==> src/rtl/pipe_arith_unit_if.sv <==
// pipe_arith_unit_if: operand/result valid-ready bundle for pipe_arith_unit
interface pipe_arith_unit_if #(parameter int W = 8) ();
    logic         in_valid;
    logic         in_ready;
    logic [1:0]   op;
    logic [W-1:0] a;
    logic [W-1:0] b;
    logic         out_valid;
    logic         out_ready;
    logic [W-1:0] y;
    logic         carry;
    logic         ovf;
    modport slave (
        input  in_valid, op, a, b, out_ready,
        output in_ready, out_valid, y, carry, ovf
    );
    modport master (
        output in_valid, op, a, b, out_ready,
        input  in_ready, out_valid, y, carry, ovf
    );
endinterface

==> src/rtl/pipe_arith_unit.sv <==
// pipe_arith_unit: pipelined add/sub with carry/ovf and full backpressure; saturation via PIPE_ARITH_SAT_EN
module pipe_arith_unit #(
    parameter int W      = 8,
    parameter int STAGES = 2
) (
    input logic              clk,
    input logic              rst_n,
    pipe_arith_unit_if.slave bus
);
    logic                     sub;
    logic                     c;
    logic                     sovf;
    logic                     rovf;
    logic [W:0]               sum;
    logic [W:0]               dif;
    logic [W:0]               r;
    logic [W-1:0]             res;
    logic [STAGES:0]          adv;
    logic [STAGES-1:0]        vld_d, vld_q;
    logic [STAGES-1:0][W+1:0] pl_d, pl_q;

    // result and flags for the operand pair presented this cycle
    always_comb begin
        sub  = bus.op[0];
        sum  = {1'b0, bus.a} + {1'b0, bus.b};
        dif  = {1'b0, bus.a} - {1'b0, bus.b};
        r    = sub ? dif : sum;
        c    = r[W];
        sovf = (bus.a[W-1] ^ bus.b[W-1] ^ ~sub) & (r[W-1] ^ bus.a[W-1]);
`ifdef PIPE_ARITH_SAT_EN
        res  = (bus.op[1] && c) ? (sub ? '0 : '1) : r[W-1:0];
        rovf = bus.op[1] ? c : sovf;
`else
        res  = r[W-1:0];
        rovf = sovf;
`endif
    end

    // stall chain: a stage moves when empty or its successor moves; payload only loads with valid data
    always_comb begin
        adv[STAGES] = bus.out_ready;
        for (int k = STAGES - 1; k >= 0; k--) adv[k] = !vld_q[k] || adv[k+1];
        vld_d = vld_q;
        pl_d  = pl_q;
        if (adv[0]) vld_d[0] = bus.in_valid;
        if (adv[0] && bus.in_valid) pl_d[0] = {rovf, c, res};
        for (int k = 1; k < STAGES; k++) begin
            if (adv[k]) vld_d[k] = vld_q[k-1];
            if (adv[k] && vld_q[k-1]) pl_d[k] = pl_q[k-1];
        end
    end

    // pipeline registers, cleared asynchronously so in-flight work is discarded
    always_ff @(posedge clk or negedge rst_n) begin
        if (!rst_n) begin
            vld_q <= '0;
            pl_q  <= '0;
        end else begin
            vld_q <= vld_d;
            pl_q  <= pl_d;
        end
    end

    assign bus.in_ready                   = adv[0];
    assign bus.out_valid                  = vld_q[STAGES-1];
    assign {bus.ovf, bus.carry, bus.y}    = pl_q[STAGES-1];
endmodule

==> src/flat_wrapper.sv <==
// flat-port wrapper written by rule: the top's interface ports become plain ports
module pipe_arith_unit_flat 
#(
    parameter int W      = 8,
    parameter int STAGES = 2
)
  (clk, rst_n, bus_in_valid, bus_op, bus_a, bus_b, bus_out_ready, bus_in_ready, bus_out_valid, bus_y, bus_carry, bus_ovf);
  pipe_arith_unit_if #(.W(W)) bus_i ();
  input logic clk;
  input logic rst_n;
  input wire logic [$bits(bus_i.in_valid)-1:0] bus_in_valid;
  input wire logic [$bits(bus_i.op)-1:0] bus_op;
  input wire logic [$bits(bus_i.a)-1:0] bus_a;
  input wire logic [$bits(bus_i.b)-1:0] bus_b;
  input wire logic [$bits(bus_i.out_ready)-1:0] bus_out_ready;
  output wire logic [$bits(bus_i.in_ready)-1:0] bus_in_ready;
  output wire logic [$bits(bus_i.out_valid)-1:0] bus_out_valid;
  output wire logic [$bits(bus_i.y)-1:0] bus_y;
  output wire logic [$bits(bus_i.carry)-1:0] bus_carry;
  output wire logic [$bits(bus_i.ovf)-1:0] bus_ovf;
  assign bus_i.in_valid = bus_in_valid;
  assign bus_i.op = bus_op;
  assign bus_i.a = bus_a;
  assign bus_i.b = bus_b;
  assign bus_i.out_ready = bus_out_ready;
  assign bus_in_ready = bus_i.in_ready;
  assign bus_out_valid = bus_i.out_valid;
  assign bus_y = bus_i.y;
  assign bus_carry = bus_i.carry;
  assign bus_ovf = bus_i.ovf;
  pipe_arith_unit #(.W(W), .STAGES(STAGES)) u_core (.clk(clk), .rst_n(rst_n), .bus(bus_i));
endmodule
==> config.mk <==
export PLATFORM = sky130hd
export DESIGN_NAME = pipe_arith_unit_flat
export DESIGN_NICKNAME = d
export VERILOG_FILES = /design/src/rtl/pipe_arith_unit_if.sv /design/src/rtl/pipe_arith_unit.sv /design/src/flat_wrapper.sv
export SDC_FILE = /design/constraint.sdc
export NUM_CORES = 1
export LEC_CHECK = 0
export BUFFER_PORTS_ARGS = -buffer_cell sky130_fd_sc_hd__buf_2
export CORE_AREA = 2 2 54 56
export CTS_CLUSTER_SIZE = 10
export DETAILED_ROUTE_END_ITERATION = 10
export DIE_AREA = 0 0 56 58
export PLACE_DENSITY = 0.82
export SYNTH_ARGS = -nofsm -noshare
export SYNTH_HDL_FRONTEND = slang
export SYNTH_SLANG_ARGS = --single-unit
==> constraint.sdc <==
create_clock -name clk -period 2.2 [get_ports clk]
set_clock_uncertainty 0.2 [all_clocks]
set_input_delay 0.33 -clock clk [delete_from_list [all_inputs] [get_ports clk]]
set_output_delay 0.33 -clock clk [all_outputs]
set_load 0.01 [all_outputs]
==> flow_summary.toml, run 1 <==
[logic_synthesis]
synth_seq_area_share = 0.398
synth.distinct_cells = 30
synthDominantCellAreaShare = 0.398
netlist_top_cells_count = "dfrtp_1, nand2_1, mux2_2, nor2_1"
synthArstFlopShare = 1.00
synth.avg_cell_area_um2 = 10.2
synth.cell_area_um2 = 1380
ys_ff_latch = 22
synth_cells = 136
synth_most_common_cell = "dfrtp_1"
synth_area_leaders = "dfrtp_1, mux2_2, ha_1"
synth_nets = 168
synth_top_area_cell = "dfrtp_1"
synth_edf_count = 0
synth_ff_type = "dfrtp_1"
ys_warn_count = 0

[placement]
dp.final_hpwl_um = 2290
port_buffers = 32
dpl.cell_count = 215
place_congestion = 0.797

[sta]
fin_crit_sh = 1.01
drv_slew = 0
rsz0062_at_grt = "true"
worst_pin_slew_ps = 467
final_hold_viol_count = 0
setup_viol = 1
period_minus_slack_ps = 2230
relSlewSlack = 0.688
setup_slack_ps = -31.9
fmax_mhz = 448

[flow_run]
maxCapViolCount = 0

[power]
leakagePower_nw = 0.904
ir_drop_mv = 0.488
powerDensity_nw_per_um2 = 712
power.total_mw = 1.33

[hold_path]
hp-class = "in2reg"
hold_depth = 2

[critical_path]
cp_num_cells = 13
rrSetupSlack_ps = 580
crit_chain = "buf_12, inv_12, ha_4, nand2b_4, nor4_2, nor2_1, xnor2_1, ha_1, a21o_1, a22oi_2, o41ai_4, or3b_1, o211ai_2"
path_class = "in2reg"
start_kind = "primary input"
slowest_delay_ps = 370
critical_path_buf_inv_count = 2
reg2reg_depth = 5
cp_top_family = "simple AND/OR/NAND/NOR gates"
endpoint_kind = "register"
worstPathArrival_ps = 2250
slowest_stage = "or3b_1"
critical_path_required_ps = 2220
crit_fanout = 3

[route]
via_per_inst = 5.20
vias = 1145
wl_met3_um = 89
ant_nets = 0
routed-wl-met2_um = 1480
wire_per_inst_um = 12.5
post-route-drc-count = 0
drtPass1Iterations = 2
drt_iter0_drc = 11
wirelength_um = 2760
wl_met1_um = 1140
highest_layer = "met4"

[global_routing]
grt_pass1_vias = 1112
grt_max_degree = 23
grt_overflow_total = 0
grt_usage = 0.176
grt_pass1_wl_um = 4510
antenna_found_initial = 0

[floorplanning]
initial_core_util = 0.519
num_rows = 19
die-height_um = 58
die_w_um = 56
core_area_um2 = 2660
dieArea_um2 = 3250
ios = 34

[final_layout]
fill_cells = 205
antennaDiodeCount = 0
fin_nets = 223
area_delta_synth_final_pct = 35.4
drive_gt1_frac = 0.492
finalNonFillerCells = 220

[clock_tree]
cts.sink_count = 22
max-clock-path-buffers = 2
path_clk_slew_ps = 110
cts-htree-levels = 1
cts_tree = "built"
cts-root-buf = "clkbuf_4"
cts_buffers = 3
clk-insertion-delay-late_ps = 290

[status]
status = "finished with violations"
violations = "negative setup slack"
==> worst paths after layout <==
check / startpoint / endpoint
min reg2reg: u_core.pl_q[3] / u_core.pl_q[3]
min in group asynchronous: rst_n / u_core.bus.carry
max in group asynchronous: rst_n / u_core.bus.y[5]
min: bus_in_valid / u_core.vld_q[0]
max reg2reg: u_core.vld_q[1] / u_core.pl_q[9]
max: bus_b[0] / u_core.pl_q[9]
==> layer usage <==
metal	track usage	vias to the layer above
met4	0.0714	0
met2	0.351	26
met1	0.186	542
li1	-	573
met3	0.0201	4
met5	0	-
==> stage by stage <==
step / hold WS [ps] / TNS (ps) / setup WS [ps] / util / area (µm²)
after floorplan: -166 / -238 / -219 / - / 1450
after global placement: 99.6 / -1750 / -404 / 0.665 / 1770
after detailed placement: 108 / -2410 / -472 / 0.665 / 1770
after CTS: 53.0 / -64.3 / -64.3 / 0.693 / 1840
after global routing: 59.5 / -106 / -81.5 / 0.703 / 1870
final: 72.3 / -31.9 / -31.9 / 0.703 / 1870
==> worst register-to-register path, stage by stage (launching register included) <==
cell      delay [ps]
dfrtp_1          410
nand3b_1         200
nand2_1          130
nor3_1           160
or3b_1           370
o211ai_2          80
==> flip-flops by register name, indices dropped and copies added (netlist names) <==
register	cells
u_core.bus.ovf	1
u_core.bus.carry	1
u_core.bus.y	8
u_core.vld_q	2
u_core.pl_q	10
==> repair_timing <==
action	CTS	global route
setup buffers	1	0
endpoints found under the setup margin	5	5
gates resized for setup	8	6
endpoints found under the hold margin	22	0
pin swaps	3	5
hold buffers	1	0
==> cell usage in the layout (no fill, tap or decap), drive strengths merged <==
cell type    Yosys  routed
mux2i            1       1
or3b             1       1
nor3             2       2
o31ai            2       2
o211ai           2       2
nand2           13      13
ha               9       9
dfrtp           22      22
nand4            1       1
buf             10      59
nand2b           6       6
xnor2            9       9
nor4             2       2
fa               1       1
o21a             1       1
o21ai            9       9
o41ai            1       1
clkbuf           0       3
a21o             3       3
o2111a           1       1
xor2             4       4
a21oi            8       8
or2              1       1
inv              4       4
mux2            11      11
nand3b           1       1
a22oi            1       1
dlygate4sd3      0       1
nor2            10      10
==> final cells by class <==
type                       instances  area [µm²]  area share
clock buffer                       3        22.5      0.0120
inverter                           4        32.5      0.0174
multi-input combinational        100         833       0.445
sequential                        22         551       0.294
tap                               31        38.8      0.0207
timing repair buffer              60         394       0.211
==> cell families (layout without fill, tap and decap cells) <==
family,Yosys count,in the layout,share of synthesized area
and+or+nand+nor,37,37,0.127
AOI/OAI and AO/OA,28,28,0.137
DFF,22,22,0.398
buffers and inverters,14,67,0.0633
xor gates and xnor gates,13,13,0.0824
muxes,12,12,0.0968
adders and majority gates,10,10,0.0959
==> power breakdown <==
| group | switching [mW] | internal (mW) |
|---|---|---|
| clock network | 0.105 | 0.0636 |
| logic | 0.271 | 0.310 |
| registers | 0.0562 | 0.526 |
| total | 0.433 | 0.899 |
Power figures use the tool's default switching activity.
==> run 2: changes to the inputs <==
--- a/config.mk
+++ b/config.mk
@@ -11,6 +11,7 @@
 export DETAILED_ROUTE_END_ITERATION = 10
 export DIE_AREA = 0 0 56 58
 export PLACE_DENSITY = 0.82
+export SKIP_CTS_REPAIR_TIMING = 1
 export SYNTH_ARGS = -nofsm -noshare
 export SYNTH_HDL_FRONTEND = slang
 export SYNTH_SLANG_ARGS = --single-unit
==> run 2 against run 1 <==
Effect of this change:
- the flow still finishes with violations (negative setup slack)
- non-clock buffer count increased by 1
- global-route usage increased by 0.19 points
- combinational power increased by 7.0%
- routed wire length increased by 5.9%
- critical path type unchanged
- hold slack improved by 8.3 ps
- maximum frequency decreased by 1.5%
- final area increased by 2.3%
- total power increased by 3.0%
- sequential cell count unchanged
==> flow_summary.toml, run 2 (synthesis results as in run 1) <==
[global_routing]
grt_pass1_vias = 1123
grt_usage = 0.178
grt_max_degree = 23
antenna_found_initial = 0
grt_pass1_wl_um = 4560
grt_overflow_total = 0

[critical_path]
reg2reg_depth = 5
worstPathArrival_ps = 2290
rrSetupSlack_ps = 600
reg2reg_to = "u_core.pl_q[9]"
critical_path_buf_inv_count = 2
slowest_stage = "or3b_1"
critical_path_required_ps = 2220
crit_fanout = 4
r2r-start = "u_core.vld_q[1]"
endpoint_kind = "register"
path_class = "in2reg"
slowest_delay_ps = 370
crit_chain = "buf_12, inv_12, ha_4, nand2b_4, nor4_4, nor2_1, xnor2_1, ha_1, a21o_1, a22oi_2, o41ai_4, or3b_1, o211ai_2"
start_kind = "primary input"
cp_top_family = "simple AND/OR/NAND/NOR gates"

[power]
clkPwrFrac = 0.122
powerDensity_nw_per_um2 = 716
netSwitchingFraction = 0.326
seq_power_share = 0.424
leakagePower_nw = 0.918
p_sw_uw = 447
combPwrFrac = 0.454
power.total_mw = 1.37
p_int_uw = 924
ir_drop_mv = 0.520

[sta]
fin_crit_sh = 1.03
relSlewSlack = 0.693
setup_slack_ps = -66.4
fmax_mhz = 441
final_hold_viol_count = 0
worst_pin_slew_ps = 461
setup_viol = 2
finalSetupTns_ps = -120
rsz0062_at_grt = "true"
drv_slew = 0
period_minus_slack_ps = 2270

[route]
wirelength_um = 2920
post-route-drc-count = 0
vias = 1159
drtPass1Iterations = 4
ant_nets = 0
drt_iter0_drc = 13
via_per_inst = 5.24
wire_per_inst_um = 13.2

[final_layout]
largest_register_ffs = 10
top_register = "u_core.pl_q"
layout_common_cells = "buf_2, buf_4, dfrtp_1"
final_core_util = 0.719
antennaDiodeCount = 0
fin_nets = 224
area_delta_synth_final_pct = 38.5
final_cell_area_um2 = 1910
fill_cells = 194
final_common_cell = "buf_2"
drive_gt1_frac = 0.495

[clock_tree]
clk-insertion-delay-late_ps = 290
max-clock-path-buffers = 2
cts_tree = "built"
cts-root-buf = "clkbuf_4"
cts.sink_count = 22
cts-htree-levels = 1
path_clk_slew_ps = 100
cts_buffers = 3

[floorplanning]
initial_core_util = 0.519
dieArea_um2 = 3250
ios = 34
die_w_um = 56
core_area_um2 = 2660
num_rows = 19
die-height_um = 58

[placement]
port_buffers = 32
dpl_cell_area_um2 = 1770
dp.final_hpwl_um = 2290
place_congestion = 0.797

[hold_path]
hold_depth = 2
hp-class = "in2reg"
hp-start = "bus_in_valid"
hold_end = "u_core.vld_q[0]"

[flow_run]
maxCapViolCount = 0

[status]
violations = "negative setup slack"
status = "finished with violations"
run 2: metrics by stage:
stage          instances  hold slack [ps]  setup slack (ps)
6_report             221             80.6             -66.4
5_1_grt              221             70.4              -138
4_1_cts              218             -221              -165
3_5_place_dp         215              108              -472
3_3_place_gp         215             99.6              -404
2_1_floorplan        136             -166              -219
run 2: power by group through the flow:
stage | clock, mW | combinational, mW | sequential [mW]
after global routing | 0.189 | 0.676 | 0.604
final | 0.167 | 0.623 | 0.582
after floorplan | 0 | 0.407 | 0.585
after CTS | 0.176 | 0.561 | 0.585
after detailed placement | 0 | 0.561 | 0.595
after global placement | 0 | 0.533 | 0.584
run 2: metal layers:
layer	GRT usage	part of all wire	up-vias	routed length, µm
li1	-	-	578	-
met1	0.192	0.40	545	1180
met2	0.351	0.54	30	1590
met3	0.0201	0.034	6	100
met4	0.0714	0.017	0	51
met5	0	0	-	0
run 2: final cells by class:
| class | instances | area [µm²] | share of cell area |
|---|---|---|---|
| multi-input combinational | 100 | 852 | 0.445 |
| inverter | 4 | 32.5 | 0.0170 |
| timing repair buffer | 61 | 418 | 0.218 |
| sequential | 22 | 551 | 0.288 |
| clock buffer | 3 | 22.5 | 0.0118 |
| tap | 31 | 38.8 | 0.0203 |
run 2: worst max path at each step:
stage                         from        endpoint  slack, ps  depth (start not counted)
after floorplan           bus_b[0]  u_core.pl_q[9]       -220                         12
after global placement    bus_b[0]  u_core.pl_q[9]       -400                         13
after detailed placement  bus_b[0]  u_core.pl_q[9]       -470                         13
after CTS                 bus_b[0]  u_core.pl_q[9]       -160                         13
after global routing      bus_b[0]  u_core.pl_q[9]       -140                         14
final                     bus_b[0]  u_core.pl_q[9]        -70                         13
==> run 3: changes to the inputs <==
==> constraint.sdc (replaced) <==
create_clock -name clk -period 2.7 [get_ports clk]
set_clock_uncertainty 0.2 [all_clocks]
set_input_delay 0.405 -clock clk [delete_from_list [all_inputs] [get_ports clk]]
set_output_delay 0.405 -clock clk [all_outputs]
set_load 0.01 [all_outputs]
==> run 3 against run 2 <==
Effect of this change:
- critical endpoint unchanged
- non-clock buffer count shrank 18
- the flow now finishes without violations
- total power shrank 28%
- register-to-register slack gained 380 ps
- utilization shrank 11 points
- sequential cell count is the same
- first-iteration DRC count grew 85%
- routed wire length shrank 21%
==> flow_summary.toml, run 3 (synthesis results as in run 1) <==
[final_layout]
fill_cells = 238
largest_register_ffs = 10
finalNonFillerCells = 203
area_delta_synth_final_pct = 16.9
final_core_util = 0.607
antennaDiodeCount = 0
top_register = "u_core.pl_q"
fin_nets = 206
final_common_cell = "buf_2"
final_cell_area_um2 = 1620
layout_common_cells = "buf_2, dfrtp_1, nand2_1"
drive_gt1_frac = 0.360

[power]
ir_drop_mv = 0.458
powerDensity_nw_per_um2 = 614
leakagePower_nw = 0.793

[route]
drt_iter0_drc = 24
drtPass1Iterations = 4
vias = 1042
via_per_inst = 5.13
wire_per_inst_um = 11.3
post-route-drc-count = 0
ant_nets = 0
wirelength_um = 2300

[sta]
setup_viol = 0
fin_crit_sh = 0.922
relSlewSlack = 0.697
worst_pin_slew_ps = 454
finalSetupTns_ps = 0
setup_slack_ps = 211
fmax_mhz = 402
drv_slew = 0
period_minus_slack_ps = 2490
rsz0062_at_grt = "false"
final_hold_viol_count = 0

[floorplanning]
die_w_um = 56
initial_core_util = 0.519
num_rows = 19
dieArea_um2 = 3250
ios = 34
die-height_um = 58
core_area_um2 = 2660

[critical_path]
reg2reg_depth = 5
slowest_delay_ps = 430
start_kind = "primary input"
path_class = "in2reg"
critical_path_required_ps = 2710
slowest_stage = "o41ai_1"
worstPathArrival_ps = 2500
endpoint_kind = "register"
reg2reg_to = "u_core.pl_q[9]"
crit_chain = "buf_2, inv_1, ha_1, nand2b_1, nor4_1, nor2_1, xnor2_1, ha_1, a21o_1, o41ai_1, buf_4, nor2_1, o211ai_2"
crit_fanout = 3
cp-startpoint = "bus_b[0]"
r2r-start = "u_core.vld_q[1]"
critPathCapture = "u_core.pl_q[9]"
rrSetupSlack_ps = 980

[clock_tree]
cts_buffers = 3
cts.sink_count = 22
max-clock-path-buffers = 2
clk-insertion-delay-late_ps = 280
path_clk_slew_ps = 100
cts-root-buf = "clkbuf_4"
cts-htree-levels = 1
cts_tree = "built"

[placement]
dp.final_hpwl_um = 2020
dpl_cell_area_um2 = 1580
port_buffers = 32
dpl.cell_count = 199
post-place-ws_ps = -77.0
place_congestion = 0.758

[global_routing]
grt_usage = 0.154
grt_pass1_vias = 989
grt_pass1_wl_um = 4040
antenna_found_initial = 0
grt_max_degree = 23
grt_overflow_total = 0

[status]
status = "complete, no violations"

[hold_path]
hp-start = "bus_in_valid"
hp-class = "in2reg"

[flow_run]
maxCapViolCount = 0
[run 3: worst max-delay path, delay by kind of cell]
family | cells | cell delay, ps
compound gates | 3 | 760
xor+xnor | 1 | 130
fa+ha+maj | 2 | 450
buf+inv | 3 | 340
simple gates | 4 | 410
[run 3: routing by layer]
metal | vias up | global-route usage | wire length (µm)
met5 | - | 0 | 0
met2 | 24 | 0.291 | 1180
li1 | 541 | - | -
met4 | 0 | 0.0612 | 27
met3 | 2 | 0.00893 | 78
met1 | 475 | 0.184 | 1010
[run 3: report_power, final]
| group | switching, mW | internal (mW) |
|---|---|---|
| clock | 0.0764 | 0.0516 |
| combinational | 0.188 | 0.202 |
| sequential | 0.0461 | 0.428 |
[run 3: final cells by class]
type,count,area (µm²),area share
inverters,4,15.0,0.00929
clock buffers,3,22.5,0.0139
repair buffers,43,245,0.152
flip-flops and latches,22,551,0.341
multi-input cells,100,744,0.461
well taps,31,38.8,0.0240
[run 3: worst min path at each step]
stage                       endpoint  slack, ps  cells after the start
floorplan           u_core.bus.carry        -90                      0
global placement     u_core.bus.y[3]        170                      1
detailed placement   u_core.bus.y[3]        180                      1
CTS                  u_core.bus.y[6]       -140                      1
global route         u_core.vld_q[0]        130                      2
finish               u_core.vld_q[0]        140                      2
[run 3: per-stage QoR]
step,total power [mW],hold WS (ps)
2_1_floorplan,0.789,-90.6
3_3_place_gp,0.853,172
3_5_place_dp,0.879,177
4_1_cts,1.01,-143
5_1_grt,1.07,126
6_report,0.992,136
